--- src/rtl/sipo_deframer_if.sv ---
// Serial-in and word-out signal bundle for sipo_deframer.
// slave: the deframer. master: the upstream serial source and the word consumer.
interface sipo_deframer_if #(
    parameter int unsigned WIDTH = 4
);
    localparam int unsigned CW = $clog2(WIDTH);

    logic             si;
    logic             si_en;
    logic             sync;
    logic [WIDTH-1:0] dout;
    logic             dout_valid;
    logic             dout_ready;
    logic [CW-1:0]    bit_cnt;
    logic             locked;
    logic             overflow;
    logic             overflow_clr;

    modport slave (
        input  si, si_en, sync, dout_ready, overflow_clr,
        output dout, dout_valid, bit_cnt, locked, overflow
    );

    modport master (
        output si, si_en, sync, dout_ready, overflow_clr,
        input  dout, dout_valid, bit_cnt, locked, overflow
    );
endinterface

--- src/rtl/sipo_deframer.sv ---
// Serial-in parallel-out deframer: aligns on sync, assembles WIDTH-bit words and
// presents them through a one-entry valid/ready register with a sticky overflow flag.
module sipo_deframer #(
    parameter int unsigned WIDTH     = 4,
    parameter bit          MSB_FIRST = 1'b0
) (
    input logic            clk,
    input logic            rst_n,
    sipo_deframer_if.slave bus
);
    localparam int unsigned   CW      = $clog2(WIDTH);
    localparam logic [CW-1:0] LastBit = CW'(WIDTH - 1);

    typedef enum logic [0:0] {StHunt, StShift} state_e;

    state_e           state_q, state_d;
    logic [CW-1:0]    cnt_q, cnt_d;
    logic [WIDTH-1:0] shreg_q, shreg_d;
    logic [WIDTH-1:0] dout_q, dout_d;
    logic             dout_valid_q, dout_valid_d;
    logic             overflow_q, overflow_d;

    logic             capture;
    logic             complete;
    logic             can_load;
    logic [CW-1:0]    pos;
    logic [CW-1:0]    slot;

    // Framing: a qualified sync always restarts at bit 0, whatever the state.
    always_comb begin
        state_d  = state_q;
        cnt_d    = cnt_q;
        shreg_d  = shreg_q;
        capture  = 1'b0;
        complete = 1'b0;
        pos      = bus.sync ? '0 : cnt_q;
        slot     = MSB_FIRST ? (LastBit - pos) : pos;

        if (bus.si_en) begin
            unique case (state_q)
                StHunt: begin
                    if (bus.sync) begin
                        capture = 1'b1;
                        cnt_d   = CW'(1);
                        state_d = StShift;
                    end
                end
                StShift: begin
                    capture = 1'b1;
                    if (bus.sync) begin
                        cnt_d = CW'(1);
                    end else if (cnt_q == LastBit) begin
                        complete = 1'b1;
                        cnt_d    = '0;
                    end else begin
                        cnt_d = cnt_q + CW'(1);
                    end
                end
                default: state_d = StHunt;
            endcase
        end

        if (capture) begin
            shreg_d[slot] = bus.si;
        end
    end

    // The completed word is shreg_d, so the final bit lands in the same edge.
    always_comb begin
        can_load     = !dout_valid_q || bus.dout_ready;
        dout_d       = dout_q;
        dout_valid_d = dout_valid_q;
        overflow_d   = overflow_q;

        if (bus.overflow_clr) begin
            overflow_d = 1'b0;
        end

        if (complete && can_load) begin
            dout_d       = shreg_d;
            dout_valid_d = 1'b1;
        end else if (bus.dout_ready) begin
            dout_valid_d = 1'b0;
        end

        if (complete && !can_load) begin
            overflow_d = 1'b1;
        end
    end

    always_ff @(posedge clk or negedge rst_n) begin
        if (!rst_n) begin
            state_q      <= StHunt;
            cnt_q        <= '0;
            shreg_q      <= '0;
            dout_q       <= '0;
            dout_valid_q <= 1'b0;
            overflow_q   <= 1'b0;
        end else begin
            state_q      <= state_d;
            cnt_q        <= cnt_d;
            shreg_q      <= shreg_d;
            dout_q       <= dout_d;
            dout_valid_q <= dout_valid_d;
            overflow_q   <= overflow_d;
        end
    end

    assign bus.dout       = dout_q;
    assign bus.dout_valid = dout_valid_q;
    assign bus.bit_cnt    = cnt_q;
    assign bus.locked     = (state_q == StShift);
    assign bus.overflow   = overflow_q;

    a_dout_held: assert property (@(posedge clk) disable iff (!rst_n)
        (dout_valid_q && !bus.dout_ready) |=> $stable(dout_q));

    a_cnt_range: assert property (@(posedge clk) disable iff (!rst_n)
        cnt_q <= LastBit);

    a_hunt_idle: assert property (@(posedge clk) disable iff (!rst_n)
        (state_q == StHunt) |-> (cnt_q == '0));
endmodule

--- src/flat_wrapper.sv ---
// flat-port wrapper written by rule: the top's interface ports become plain ports
module sipo_deframer_flat 
#(
    parameter int unsigned WIDTH     = 4,
    parameter bit          MSB_FIRST = 1'b0
)
  (clk, rst_n, bus_si, bus_si_en, bus_sync, bus_dout_ready, bus_overflow_clr, bus_dout, bus_dout_valid, bus_bit_cnt, bus_locked, bus_overflow);
  sipo_deframer_if #(.WIDTH(WIDTH)) bus_i ();
  input logic clk;
  input logic rst_n;
  input wire logic [$bits(bus_i.si)-1:0] bus_si;
  input wire logic [$bits(bus_i.si_en)-1:0] bus_si_en;
  input wire logic [$bits(bus_i.sync)-1:0] bus_sync;
  input wire logic [$bits(bus_i.dout_ready)-1:0] bus_dout_ready;
  input wire logic [$bits(bus_i.overflow_clr)-1:0] bus_overflow_clr;
  output wire logic [$bits(bus_i.dout)-1:0] bus_dout;
  output wire logic [$bits(bus_i.dout_valid)-1:0] bus_dout_valid;
  output wire logic [$bits(bus_i.bit_cnt)-1:0] bus_bit_cnt;
  output wire logic [$bits(bus_i.locked)-1:0] bus_locked;
  output wire logic [$bits(bus_i.overflow)-1:0] bus_overflow;
  assign bus_i.si = bus_si;
  assign bus_i.si_en = bus_si_en;
  assign bus_i.sync = bus_sync;
  assign bus_i.dout_ready = bus_dout_ready;
  assign bus_i.overflow_clr = bus_overflow_clr;
  assign bus_dout = bus_i.dout;
  assign bus_dout_valid = bus_i.dout_valid;
  assign bus_bit_cnt = bus_i.bit_cnt;
  assign bus_locked = bus_i.locked;
  assign bus_overflow = bus_i.overflow;
  sipo_deframer #(.WIDTH(WIDTH), .MSB_FIRST(MSB_FIRST)) u_core (.clk(clk), .rst_n(rst_n), .bus(bus_i));
endmodule
--- config.mk ---
export PLATFORM = sky130hd
export DESIGN_NAME = sipo_deframer_flat
export DESIGN_NICKNAME = d
export VERILOG_FILES = /design/src/rtl/sipo_deframer_if.sv /design/src/rtl/sipo_deframer.sv /design/src/flat_wrapper.sv
export SDC_FILE = /design/constraint.sdc
export NUM_CORES = 1
export LEC_CHECK = 0
export BUFFER_PORTS_ARGS = -buffer_cell sky130_fd_sc_hd__buf_2
export CAP_MARGIN = 20
export CORE_MARGIN = 10
export CORE_UTILIZATION = 35
export DETAILED_ROUTE_END_ITERATION = 10
export GPL_TIMING_DRIVEN = 0
export PLACE_DENSITY_LB_ADDON = 0.2
export SYNTH_ARGS = -nofsm -noshare
export SYNTH_HDL_FRONTEND = slang
export SYNTH_SLANG_ARGS = --single-unit
--- constraint.sdc ---
create_clock -name clk -period 1.6 [get_ports clk]
set_input_delay 0.08 -clock clk [delete_from_list [all_inputs] [get_ports clk]]
set_output_delay 0.08 -clock clk [all_outputs]
set_load 0.01 [all_outputs]
**After elaboration in Yosys (flattened, before gate mapping)**

Cells that the tools add are included.

- Bits in latches: 0
- Logic and storage cells: 42
- Memories: 0
- Input port bits: 7
- ROM bits: 0
- Bits in registers: 13
- Output and inout bits: 9
- RAM bits: 0

- Add/sub/neg operators: 1
- Div/mod/pow operators: 0
- Multiplexer cells: 21
- $mul: 0
- Reduce and logical (&&, ||, !) cells: 9
- Equality and inequality tests: 2
- Shifts and indexed selects: 0
- Bitwise operators: 1
- $lt $le $gt $ge: 2

Operator list:

| cell | number |
|---|---|
| $mux 1 | 12 |
| $mux 2 | 4 |
| $bwmux 4 | 1 |
| $mux 4 | 1 |
| $pmux 2 s2 | 1 |
| $reduce_bool 2->1 | 2 |
| $logic_and 1x1->1 | 3 |
| $lt 2x3->1 const B | 1 |
| $add 2x1->2 const B | 1 |
| $demux 1 s2 | 1 |
| $eq 2x2->1 const B | 1 |
| $ge 2x1->1 const B | 1 |
| $logic_not 1->1 | 2 |
| $ne 2x2->1 const B | 1 |
| $pmux 1 s2 | 1 |
| $reduce_and 2->1 | 1 |
| $logic_or 1x1->1 | 1 |
| $not 1->1 | 1 |

**Depth between registers and ports, before layout**

Gate-level depths: netlist of run 1.

- Word-level depth: 7
- Gate-level depth with buffers: 4
- Depth with buffers taken out: 4

**Worst setup path after synthesis of run 1**

OpenSTA, ideal clock, no wires.

- Kind: reg2reg
- From: register u_core.cnt_q[1], in the netlist u_core.bus.bit_cnt[1]
- To: register u_core.dout_q[1], in the netlist u_core.bus.dout[1]
- Required time: 1.467 ns
- Stages on the path, launching flop included: 5
- Period minus slack after synthesis: 1.291 ns
- Path buffers: 0
- Arrival time: 1.158 ns
- Path slack: 0.309 ns
- Setup time: 0.133 ns
- Path through: dfrtp_1 > ha_1 > and4b_4 > and2_4 > a31oi_1

- Cells in the longest elaborated chain, start to end: 7
- Elaborated cells on any way between the ends: 14
- Those cells by class: 2 x order compare; 1 x eq/ne; 9 x mux; 2 x reduce/logical

RTL lines:

| what | line | source |
|---|---|---|
| start: declaration | sipo_deframer.sv:17 | `logic [CW-1:0] cnt_q, cnt_d;` |
| start signal: assignment | sipo_deframer.sv:101 | `cnt_q <= cnt_d;` |
| $mux 2 | sipo_deframer.sv:36 | `pos = bus.sync ? '0 : cnt_q;` |
| $lt 2x3->1 (implied by the code) / $ge 2x1->1 (equally long branches) | sipo_deframer.sv:64 | `shreg_d[slot] = bus.si;` |
| $logic_and 1x1->1 (implied by the code) | sipo_deframer.sv:64 |  |
| $mux 1 (implied by the code) | sipo_deframer.sv:64 |  |
| $demux 1 s2 | -- |  |
| $bwmux 4 | sipo_deframer.sv:64 |  |
| $mux 4 | sipo_deframer.sv:63 | `if (capture) begin` |
| end signal: assignment | sipo_deframer.sv:103 | `dout_q <= dout_d;` |
| end: declaration | sipo_deframer.sv:19 | `logic [WIDTH-1:0] dout_q, dout_d;` |

Parallel ways exist; a longest one is shown, timed or not.
A chain may end at the register's enable or synchronous reset.

**Final worst setup path of run 1**

Same ends and word-level chain as after synthesis.

==> metrics.md, run 1 <==
| Metric | Value |
|---|---|
| Outcome | finished clean |
| CP Launch Type | register |
| Ys Warns | 0 |
| Post-Synthesis Net Count | 67 |
| Largest net degree at the start of global routing | 14 |
| WP data arrival | 1.53 ns |
| Setup-failing EPs final | 0 |
| Cell variety after synth | 24 |
| # Post-CTS Setup Buffers | 0 |
| Clock skew | 0.002264 ns |
| TritonCTS buffer count | 3 |
| Drc violations | 0 |
| Final Hold Fails | 0 |
| Max Cap Viol | 0 |
| RSZ-0062 raised after global routing | no |
| Placed insts | 98 |
| DP Wirelength | 1004 microns |
| Core footprint | 1708 sq um |
| Clock tree buffer depth | 2 |
| Fin cells | 104 |
| Area growth, synth to finish | 23.84% |
| DR iter-0 viols | 9 |
| Fmax | 723.9 MHz |
| Post-route cell area | 767.0 sq um |
| Die area | 3852 sq um |
| Clock sink count | 13 |
| Total Routing Usage GR | 7.795% |
| Number of global-route vias before repair | 494 |
| WL final | 1282 microns |
| Crit end category | register |
| Nets | 88 |
| Setup TNS | 0 ns |
| Port bufs | 14 |
| Clk slew on worst S/H paths | 0.07 ns |
| Power Dens Cells | 1278 nW/um^2 |
| Yosys reg bits | 13 |
| Worst-skew pair later-pin latency | 0.27 ns |
| Min Tclk post-route | 1.381 ns |
| Most common cell after layout, fill and taps aside | buf_2 |
| Seq/Total Area, Yosys | 52.53% |
| Total grt overflow | 0 |
| CTS Root Buffer Type | clkbuf_4 |
| Initial Utilization | 36.26% |
| Synth Cell Area | 619.3 sq um |
| Crit path kind | reg2reg |
| CP max FO | 8 |
| Fraction of layout cells with a size suffix above 1 | 30.38% |
| Diodes inserted | 0 |
| CTS tree | yes |
| Hold WC Path Type | in2reg |
| Most frequent cells in the layout | buf_2 (16), dfrtp_1 (13), nand2_1 (10) |
| Final Cycle Share | 86.34% |
| Antenna Nets Post-Route | 0 |
| Post-Syn Area per Cell | 10.50 sq um |
| CP Data Required Time | 1.75 ns |
| Leak Pwr | 0.3588 nW |
| Via count | 520 |
| Chip Height | 62.07 microns |
| Drt pass-1 iters | 4 |
| IO Count | 16 |
| Peak supply drop | 0.6627 mV |
| Cells after Synth | 59 |
| Width of the die | 62.07 microns |
| Mean number of vias per cell | 5.000 |
| Slew Viols, Final | 0 |
| # H-tree levels | 1 |
| Placer Congestion | 0.7273 |
| Placed inst area | 720.7 sq um |
| Site Rows | 15 |
| Max-slew headroom | 80.58% |
| Slew @ Worst Pin | 0.2913 ns |
| Routed wire length per instance | 12.33 microns |
| Initial antenna violation count | 0 |
| First-pass GRT wire length | 2221 microns |
[cells in the mapped netlist (all sizes together)]
library cell,number,share of area (%)
nand3b,2,2.4
nand4bb,1,1.8
buf,2,1.6
o21a,1,1.2
inv,2,1.2
dfrtp,13,53
and4,1,1.4
a31oi,3,3.0
nand2b,3,3.0
o31ai,1,2.0
ha,1,2.0
nand4,2,2.0
and4b,1,2.2
a2bb2oi,1,2.4
nand2,10,6.1
nor3b,1,1.2
nand3,2,1.6
o22ai,2,2.0
and3b,1,1.4
o21ai,4,3.2
a21bo,1,1.6
a21oi,3,2.4
and2,1,1.4
[state kept, by name, indices dropped and copies added (netlist names)]
| signal | flops |
|---|---|
| u_core.bus.bit_cnt | 2 |
| u_core.shreg_q | 4 |
| u_core.bus.locked | 1 |
| u_core.bus.overflow | 1 |
| u_core.bus.dout | 4 |
| u_core.bus.dout_valid | 1 |
[where the power goes]
part / internal [W] / total (W) / switching (W)
logic: 0.000146 / 0.000308 / 0.000161
registers: 0.000428 / 0.000476 / 0.0000487
clock network: 0.0000965 / 0.000196 / 0.0000998
total: 0.000671 / 0.000980 / 0.000310
[repair_timing]
item,CTS,global route
gates resized for setup,0,0
endpoints found under the hold margin,14,0
hold buffers,2,0
[layer usage]
metal  vias up  global-route usage, %  share of wire (%)
met2        20                  10.67                 41
met5         -                      0                  0
met4         0                  3.822                1.5
li1        256                      -                  -
met1       240                  9.941                 46
met3         4                  3.659                 11
[per-stage QoR]
stage	utilization, %	total power [W]	hold slack (ns)	setup slack [ns]
after floorplan	-	0.0006811	-0.2156	0.3093
after global placement	42.20	0.0007960	-0.01632	0.2095
after detailed placement	42.20	0.0007961	-0.01413	0.2342
after CTS	44.91	0.0009998	0.04525	0.2195
after global routing	44.91	0.001066	0.05870	0.1347
final	44.91	0.0009803	0.04723	0.2186
[final cells by class]
type | count | area [sq um]
fillers | 176 | 940.9
flip-flops and latches | 13 | 325.3
multi-input cells | 42 | 276.5
repair buffers | 16 | 90.09
well taps | 25 | 31.28
clock buffers | 4 | 26.28
plain buffers | 2 | 10.01
inverters | 2 | 7.507
[cells by family (layout without fill, tap and decap cells)]
kind of cell             Yosys count  count (layout)  share of synthesized area (%)
buffers and inverters              4              24                          2.829
flip-flops                        13              13                          52.52
AO/OA/AOI/OAI                     16              16                          17.98
adder cells (fa/ha/maj)            1               1                          2.020
AND/OR/NAND/NOR                   25              25                          24.65
[final timing paths]
check	slack, ns	to	depth (start not counted)	startpoint
min reg2reg	0.51	u_core.shreg_q[0]	2	u_core.shreg_q[0]
max in group asynchronous	1.16	u_core.bus.dout[1]	2	rst_n
max reg2reg	0.22	u_core.bus.dout[1]	4	u_core.bus.bit_cnt[1]
max	0.22	u_core.bus.dout[1]	4	u_core.bus.bit_cnt[1]
min	0.05	u_core.bus.bit_cnt[1]	2	bus_sync
min in group asynchronous	0.22	u_core.bus.dout_valid	2	rst_n
[worst max-delay path, cell delays in order (launching register included)]
cell and delay (ns):
dfrtp_1 0.47, ha_1 0.25, and4b_4 0.29, and2_4 0.18, a31oi_1 0.08
(Power assumes the default switching activity.)
==> run 2: changes to the inputs <==
CTS_BUF_LIST = sky130_fd_sc_hd__clkbuf_4 sky130_fd_sc_hd__clkbuf_8   (was not set)
==> metrics.md, run 2 (synthesis gave the netlist of run 1 again) <==
| Metric | Value |
|---|---|
| Nets | 88 (unchanged) |
| Mean number of vias per cell | 4.981 (-0.38%) |
| DP Wirelength | 1004 microns (unchanged) |
| Area growth, synth to finish | 24.44% |
| Initial antenna violation count | 0 (unchanged) |
| CTS Root Buffer Type | clkbuf_4 |
| Crit end category | register |
| Port bufs | 14 (unchanged) |
| # Post-CTS Setup Buffers | 0 (unchanged) |
| Multi-input logic area | 276.5 sq um (unchanged) |
| CP max stage cell | dfrtp_1 |
| Setup TNS | 0 ns (unchanged) |
| IO Count | 16 (unchanged) |
| Fillers | 176 (unchanged) |
| TritonCTS buffer count | 3 (unchanged) |
| Diodes inserted | 0 (unchanged) |
| Number of global-route vias before repair | 494 (unchanged) |
| RSZ-0062 raised after global routing | no |
| Hold WC Path Type | in2reg |
| Routed wire length per instance | 12.36 microns (+0.23%) |
| Clock sink count | 13 (unchanged) |
| Seq. cell area | 325.3 sq um (unchanged) |
| Largest net degree at the start of global routing | 14 (unchanged) |
| Min Tclk post-route | 1.379 ns (-0.002680 ns) |
| Cell Chain, Critical Path | ha_1 > and4b_4 > and2_4 > a31oi_1 |
| Worst-skew pair later-pin latency | 0.27 ns (about the same) |
| Drt pass-1 iters | 4 (unchanged) |
| Power Dens Cells | 1295 nW/um^2 (+1.3%) |
| CP Launch Type | register |
| Crit path kind | reg2reg |
| Max Cap Viol | 0 (unchanged) |
| Initial Utilization | 36.26% (unchanged) |
| Via count | 518 (-0.38%) |
| DR iter-0 viols | 8 (-1) |
| Width of the die | 62.07 microns (unchanged) |
| Setup-failing EPs final | 0 (unchanged) |
| Fmax | 725.3 MHz (+0.19%) |
| Clock tree buffer depth | 2 (unchanged) |
| Die area | 3852 sq um (unchanged) |
| Core Util, Final | 45.13% (+0.22 points) |
| Hold Slack | 0.04439 ns (-0.002843 ns) |
| Clk slew on worst S/H paths | 0.07 ns (about the same) |
| Chip Height | 62.07 microns (unchanged) |
| Gr busiest metal | met2 |
| Core footprint | 1708 sq um (unchanged) |
| Most frequent cells in the layout | buf_2 (16), dfrtp_1 (13), nand2_1 (10) |
| Slowest stage delay, CP | 0.47 ns (about the same) |
| PnR Total Power | 0.0009978 W (+1.8%) |
| Final Hold Fails | 0 (unchanged) |
| CP max FO | 8 (unchanged) |
| Post-route cell area | 770.7 sq um (+0.49%) |
| # H-tree levels | 1 (unchanged) |
| Total Routing Usage GR | 7.920% (+0.13 points) |
| Slew @ Worst Pin | 0.2914 ns (+0.00007391 ns) |
| Met1 Track Usage GR | 9.941% (unchanged) |
| Placed inst area | 720.7 sq um (unchanged) |
| CP Data Required Time | 1.75 ns (about the same) |
| Max-slew headroom | 80.58% (about the same) |
| Placer Congestion | 0.7273 (unchanged) |
| WL final | 1285 microns (+0.23%) |
| First-pass GRT wire length | 2228 microns (+0.32%) |
| Met2 Track Usage GR | 10.67% (unchanged) |
| Most common cell after layout, fill and taps aside | buf_2 |
| Drc violations | 0 (unchanged) |
| Leak Pwr | 0.3622 nW (+0.95%) |
| Site Rows | 15 (unchanged) |
| Antenna Nets Post-Route | 0 (unchanged) |
| Fraction of layout cells with a size suffix above 1 | 31.65% (+1.3 points) |
| Peak supply drop | 0.6600 mV (-0.40%) |
| CTS tree | yes |
| Slew Viols, Final | 0 (unchanged) |
| Outcome | finished clean |
| Final Cycle Share | 86.17% (-0.17 points) |
| Total grt overflow | 0 (unchanged) |
| M3 GR Usage | 3.659% (unchanged) |
| WP data arrival | 1.53 ns (about the same) |
| Clock skew | 0.001190 ns (-0.001074 ns) |
==> run 2: cell counts in the layout (fill, tap and decap cells not counted) <==
No cell type changed its count.
==> run 2: report_power, final <==
group          total [W]  internal (W)  switching [W]
Sequential      0.000476      0.000428      0.0000487
Clock           0.000214      0.000114       0.000101
Combinational   0.000307      0.000146       0.000161
Total           0.000998      0.000688       0.000310
==> run 2: final cells by class <==
class,instances,area share (%)
flip-flops and latches,13,42.21
multi-input cells,42,35.88
repair buffers,16,11.69
well taps,25,4.058
clock buffers,4,3.896
plain buffers,2,1.299
inverters,2,0.9740
==> run 2: worst paths after layout <==
check	start	endpoint	slack (ns)	cells after the start
setup / recovery	u_core.bus.bit_cnt[1]	u_core.bus.dout[3]	0.22	4
hold / removal	bus_sync	u_core.bus.bit_cnt[1]	0.04	2
setup reg to reg	u_core.bus.bit_cnt[1]	u_core.bus.dout[3]	0.22	4
hold reg to reg	u_core.shreg_q[0]	u_core.shreg_q[0]	0.51	2
max in group asynchronous	rst_n	u_core.bus.bit_cnt[0]	1.16	2
min in group asynchronous	rst_n	u_core.bus.dout_valid	0.21	2
==> run 2: worst max-delay path, delay by kind of cell (launching register included) <==
kind            cells  cell delay [ns]
compound gates      1             0.08
fa+ha+maj           1             0.25
flops               1             0.47
simple gates        2             0.47
==> run 2: through the flow <==
step,instances,setup slack (ns)
2_1_floorplan,59,0.3093
3_3_place_gp,98,0.2095
3_5_place_dp,98,0.2342
4_1_cts,104,0.2189
5_1_grt,104,0.1355
6_report,104,0.2212
==> run 2: metal layers <==
metal / part of all wire (%) / vias to the layer above
met1: 46 / 239
met4: 1.7 / 0
met2: 42 / 20
li1: - / 255
met3: 11 / 4
met5: 0 / -
==> run 2: timing repair <==
item                                   in CTS  in global routing
hold buffers                                2                  0
resized for setup                           0                  0
endpoints found under the hold margin      14                  0
